**src/rtl/pi_display_pkg.sv**
```systemverilog
`default_nettype none
// ============================================================================
// Module      : pi_display_pkg
// Description : Shared types and constants for the pi digit display path.
//               Holds the extractor FSM state type, default fixed-point
//               geometry, the integer-overflow digit code and the 7-segment
//               glyph table (bit0 = segment a ... bit6 = segment g, bit7 = dp).
// Revision    : 1.0 - initial release
// ============================================================================
package pi_display_pkg;

    typedef enum logic [1:0] {
        IDLE = 2'd0,
        INT  = 2'd1,
        FRAC = 2'd2,
        DONE = 2'd3
    } state_t;

    localparam int FRAC_BITS_DEF = 48;
    localparam int INT_BITS_DEF  = 4;

    // Shown in place of the integer digit when the integer part exceeds 9.
    localparam logic [3:0] DIGIT_OVF = 4'hF;

    // Glyphs for 0..F packed LSB-first: entry n lives at [n*8 +: 8].
    // Bit 7 (decimal point) is always clear here; the decoder adds it.
    localparam logic [127:0] SEG7_TABLE = {
        8'h71, 8'h79, 8'h5E, 8'h39, 8'h7C, 8'h77, 8'h6F, 8'h7F,
        8'h07, 8'h7D, 8'h6D, 8'h66, 8'h4F, 8'h5B, 8'h06, 8'h3F
    };

endpackage : pi_display_pkg
`default_nettype wire

```
**src/rtl/seg7_decoder.sv**
```systemverilog
`default_nettype none
// ============================================================================
// Module      : seg7_decoder
// Description : Combinational hex-to-7-segment decoder with decimal point.
// Ports       : digit   [3:0] in  - hex digit to display
//               dp            in  - decimal point request
//               pattern [7:0] out - {dp, g, f, e, d, c, b, a}, active high
// Revision    : 1.0 - initial release
// ============================================================================
module seg7_decoder
    import pi_display_pkg::*;
(
    input  logic [3:0] digit,
    input  logic       dp,
    output logic [7:0] pattern
);

    assign pattern = {dp, SEG7_TABLE[{digit, 3'b000} +: 7]};

endmodule : seg7_decoder
`default_nettype wire

```
**src/rtl/pi_digit_extractor.sv**
```systemverilog
`default_nettype none
// ============================================================================
// Module      : pi_digit_extractor
// Description : Converts an unsigned Q(INT_BITS).(FRAC_BITS) value into
//               decimal digits, integer digit first, then NDIGITS fraction
//               digits, each offered over a valid/ready handshake.
//               Fraction digits come from repeated multiply-by-10 with
//               truncation.
// Ports       : clk_2        in   system clock
//               reset        in   synchronous active-high reset
//               start        in   conversion request, honoured only when idle
//               value        in   fixed-point number to convert
//               digit_ready  in   consumer accepts the current digit
//               digit_valid  out  digit/digit_idx valid
//               digit        out  BCD digit, 4'hF for integer overflow
//               digit_idx    out  0 = integer digit, 1..NDIGITS = fraction
//               busy         out  conversion in progress
//               done         out  one-cycle pulse after the last transfer
//               int_ovf      out  integer part > 9, held until next start
//               seg          out  7-segment pattern of the current digit
// Options     : SEG7_DISPLAY_EN - drive seg from a 7-segment decoder;
//               when undefined, seg is tied to 8'h00.
// Revision    : 1.0 - initial release
// ============================================================================
module pi_digit_extractor
    import pi_display_pkg::*;
#(
    parameter int FRAC_BITS = FRAC_BITS_DEF,
    parameter int INT_BITS  = INT_BITS_DEF,
    parameter int NDIGITS   = 8
) (
    input  logic                             clk_2,
    input  logic                             reset,
    input  logic                             start,
    input  logic [INT_BITS+FRAC_BITS-1:0]    value,
    input  logic                             digit_ready,
    output logic                             digit_valid,
    output logic [3:0]                       digit,
    output logic [$clog2(NDIGITS+1)-1:0]     digit_idx,
    output logic                             busy,
    output logic                             done,
    output logic                             int_ovf,
    output logic [7:0]                       seg
);

    localparam int                IDX_W    = $clog2(NDIGITS+1);
    localparam logic [IDX_W-1:0]  LAST_IDX = IDX_W'(NDIGITS);
    localparam logic [IDX_W-1:0]  IDX_ONE  = IDX_W'(1);

    state_t                 state;
    logic [FRAC_BITS-1:0]   frac_q;

    // Integer part widened so the "> 9" test works for any INT_BITS.
    logic [31:0]            int_wide;
    logic                   int_is_ovf;
    logic [3:0]             int_digit;

    assign int_wide   = 32'(value[INT_BITS+FRAC_BITS-1:FRAC_BITS]);
    assign int_is_ovf = (int_wide > 32'd9);
    assign int_digit  = int_is_ovf ? DIGIT_OVF : int_wide[3:0];

    // frac * 10 as shift-and-add; the top four bits are the next decimal
    // digit (always 0..9 since frac < 1), the rest is the new remainder.
    logic [FRAC_BITS+3:0]   prod;
    logic [3:0]             step_digit;
    logic [FRAC_BITS-1:0]   step_frac;

    assign prod       = ({4'b0000, frac_q} << 3) + ({4'b0000, frac_q} << 1);
    assign step_digit = prod[FRAC_BITS+3:FRAC_BITS];
    assign step_frac  = prod[FRAC_BITS-1:0];

    logic transfer;
    assign transfer = digit_valid && digit_ready;

    always_ff @(posedge clk_2) begin
        if (reset) begin
            state       <= IDLE;
            frac_q      <= '0;
            digit_valid <= 1'b0;
            digit       <= 4'd0;
            digit_idx   <= '0;
            busy        <= 1'b0;
            done        <= 1'b0;
            int_ovf     <= 1'b0;
        end else begin
            done <= 1'b0;
            case (state)
                IDLE: begin
                    if (start) begin
                        frac_q      <= value[FRAC_BITS-1:0];
                        int_ovf     <= int_is_ovf;
                        digit       <= int_digit;
                        digit_idx   <= '0;
                        digit_valid <= 1'b1;
                        busy        <= 1'b1;
                        state       <= INT;
                    end
                end
                INT: begin
                    if (transfer) begin
                        digit     <= step_digit;
                        frac_q    <= step_frac;
                        digit_idx <= IDX_ONE;
                        state     <= FRAC;
                    end
                end
                FRAC: begin
                    if (transfer) begin
                        if (digit_idx == LAST_IDX) begin
                            digit_valid <= 1'b0;
                            done        <= 1'b1;
                            state       <= DONE;
                        end else begin
                            digit     <= step_digit;
                            frac_q    <= step_frac;
                            digit_idx <= digit_idx + IDX_ONE;
                        end
                    end
                end
                DONE: begin
                    busy  <= 1'b0;
                    state <= IDLE;
                end
                default: begin
                    state <= IDLE;
                end
            endcase
        end
    end

`ifdef SEG7_DISPLAY_EN
    logic [7:0] seg_raw;

    seg7_decoder u_seg7_decoder (
        .digit   (digit),
        .dp      (digit_idx == '0),
        .pattern (seg_raw)
    );

    assign seg = digit_valid ? seg_raw : 8'h00;
`else
    assign seg = 8'h00;
`endif

endmodule : pi_digit_extractor
`default_nettype wire
```
**config.mk**
```make
export PLATFORM = sky130hd
export DESIGN_NAME = pi_digit_extractor
export DESIGN_NICKNAME = d
export VERILOG_FILES = /design/src/rtl/pi_display_pkg.sv /design/src/rtl/seg7_decoder.sv /design/src/rtl/pi_digit_extractor.sv
export SDC_FILE = /design/constraint.sdc
export NUM_CORES = 1
export LEC_CHECK = 0
export CAP_MARGIN = 20
export CORE_MARGIN = 5
export CORE_UTILIZATION = 55
export DETAILED_ROUTE_END_ITERATION = 6
export PLACE_DENSITY_LB_ADDON = 0.05
export SYNTH_ARGS = -nofsm -noshare
export SYNTH_HDL_FRONTEND = slang
export SYNTH_HIERARCHICAL = 1
export SYNTH_SLANG_ARGS = --single-unit
```
**constraint.sdc**
```tcl
create_clock -name clk_2 -period 4 [get_ports clk_2]
set_clock_uncertainty 0.1 [all_clocks]
set_input_delay 1 -clock clk_2 [delete_from_list [all_inputs] [get_ports clk_2]]
set_output_delay 1 -clock clk_2 [all_outputs]
set_load 0.01 [all_outputs]
```
==> out/metrics.cfg <==
[global_route]
grt_pass1_wl_um = 24500
overflow = 0
track_usage = 0.232
grt_use_met1 = 0.301
grt_max_degree = 61
grt_antenna_before_repair = 0
busiest_layer = met2
met3_usage = 0.0429
grt_pass1_vias = 5195
grt_use_met2 = 0.388

[critical_path]
cp_num_cells = 11
critPathBufInv = 0
crit_fanout = 4
crit_path_start_kind = flip-flop
worstPathArrival_ns = 3.32
path_common_cell = a211oi_1
end_kind = flip-flop
rrSetupSlack_ns = 0.78
crit_family = compound AO/OA/AOI/OAI gates
required_ns = 4.10
crit_type = reg2reg
slowest_delay_ns = 0.42
reg2reg_depth = 11
crit_chain = ha_1, fa_1, a21o_1, a221o_2, a211oi_4, a211oi_1, nor2_2, a21oi_1, or3_1, a31oi_1, a211oi_1
crit_slowest_cell = fa_1

[cts]
worstSkewPairLatency_ns = 0.36
hold_buffers = 0
cts_tree = built
clkTransAtPathRegs_ns = 0.08
cts_buffers = 9
ctsHtreeMaxLevel = 3
post-cts-setup-buffer-count = 0
ctsResizeCount = 0
cts_max_path_buffers = 2
clock-sinks = 62
cts_root_buffer = clkbuf_8

[synthesis]
synth_common_cells = 77 x nor2_1, 69 x a21oi_1, 62 x dfxtp_1, 52 x ha_1, 50 x nand2_1
synth-async-reset-ratio = 0
syn_area_per_cell_um2 = 7.95
ys_seq_elements = 62
synth.distinct_cells = 75
synth_top_cell_area_share = 0.220
synth_area_leaders = dfxtp_1 22%, ha_1 12%, mux2i_1 7.3%
ys_warn_count = 6
ys.flop_type = dfxtp_1
synth_area_um2 = 5650
synth_edf_count = 0
syn_inst = 711
seq_area_frac_synth = 0.220
yosysMostFrequentCell = nor2_1
synth_top_cell_by_area = dfxtp_1

[place]
place.gp.congestion = 0.935
dpl_worst_slack_ns = 0.793
portBuffers = 67
hpwlAfterDp_um = 11000

[sta]
setup_ws_ns = 0.781
finalCritPeriodShare = 0.805
setup-tns-final_ns = 0
relSlewSlack = 0.364
setup_violations = 0
fin_crit_ns = 3.22
fmax_mhz = 311
tightest_slew_ns = 0.954
final-max-slew-violation-count = 0
rsz0062_at_grt = false
hold_violations = 0

[floorplan]
io_pins = 76
start_util = 0.555
coreArea_um2 = 10200
die_h_um = 111
die_w_um = 111
fp-row-count = 37
dieArea_um2 = 12400

[pwr]
irDropWorstVdd_mv = 0.516
p_per_area_nw_per_um2 = 819
leakagePower_uw = 0.00276

[run_status]
status = completed

[worst_hold_path]
hp-class = reg2reg
hold_depth = 2

[finish]
nFillCells = 930
finalNetCount = 860
diodes = 0
drive_above_1_share = 0.0675
area_delta_synth_final_pct = 15.6

[routing]
vias = 5369
wire_per_inst_um = 16.3
drcViolationCount = 0
routed_wl_um = 14500
drtAntennaViolNets = 0
via_per_inst = 6.03
drtIter0Drc = 345
first_pass_iters = 5

[flow_run]
drv_cap = 0

[worst paths after layout]
kind              from          to
max          frac_q[0]  frac_q[39]
min reg2reg  frac_q[0]   frac_q[0]
max reg2reg  frac_q[0]  frac_q[39]
min          frac_q[0]   frac_q[0]
[state kept, by name, indices dropped and copies added, names as in the netlist]
name         flops
busy             1
digit            4
digit_idx        4
digit_valid      1
done             1
frac_q          48
int_ovf          1
state            2
[routing by layer]
layer,part of all wire,wire (um)
met5,0,0
met4,0.021,306
met3,0.049,707
met2,0.48,6910
met1,0.45,6560
[through the flow]
step	instances	hold WS, ns	area [um^2]	util	total power [uW]
final	891	0.383	6540	0.642	5350
after global routing	891	0.414	6540	0.642	5840
after CTS	891	0.392	6540	0.642	5360
after detailed placement	876	0.380	6350	0.623	4760
after global placement	876	0.366	6350	0.623	4710
after floorplan	718	0.349	5680	-	3950
[kinds of logic (layout without fill, tap and decap cells)]
kind of cell / after synthesis / in the layout / share of synthesized area
other cells: 1 / 8 / 0.000663
buf+inv: 68 / 105 / 0.0542
xor+xnor: 39 / 39 / 0.0604
simple gates: 209 / 209 / 0.175
fa+ha+maj: 53 / 53 / 0.119
flops: 62 / 62 / 0.220
mux: 41 / 41 / 0.0726
compound gates: 238 / 238 / 0.299
[report_power, final]
group | switching, uW | internal (uW) | total, uW
combinational | 2210 | 1530 | 3740
clock | 272 | 300 | 571
sequential | 203 | 844 | 1050
total | 2680 | 2670 | 5350
[tightest hold or removal path, delay by kind of cell, from the launching register on]
kind	cells	cell delay [ns]
flip-flops	1	0.33
AO/OA/AOI/OAI	1	0.05
AND/OR/NAND/NOR	1	0.06
[layout make-up]
cell class	instances	area [um^2]	area share
multi-input cells	588	4150	0.635
repair buffers	73	723	0.111
clock inverters	4	47.5	0.00727
inverters	17	63.8	0.00976
clock buffers	11	141	0.0216
flip-flops and latches	62	1240	0.190
well taps	136	170	0.0260
[cells in the final DEF, fill, tap and decap left out, types with 4 or more instances in the layout]
master,Yosys,layout
xor2_1,17,17
xnor2_1,22,22
nand3_1,10,10
o21a_1,5,5
nand4_1,16,16
nor2b_1,5,5
mux2i_1,41,41
o21bai_1,8,8
nor3_1,11,11
a211oi_1,40,40
clkdlybuf4s50_1,0,66
a21oi_1,69,69
and3_1,5,5
clkbuf_8,0,10
nand2b_1,8,8
buf_4,8,5
o21ai_0,33,33
inv_1,17,17
o21ai_1,7,7
nor2_1,77,77
conb_1,1,8
nand3b_1,4,4
nand2_1,50,50
nor4_1,8,8
ha_1,52,51
a21o_1,24,24
dfxtp_1,62,62
a31oi_1,5,5
No activity file was read; power rests on OpenSTA's default activity.
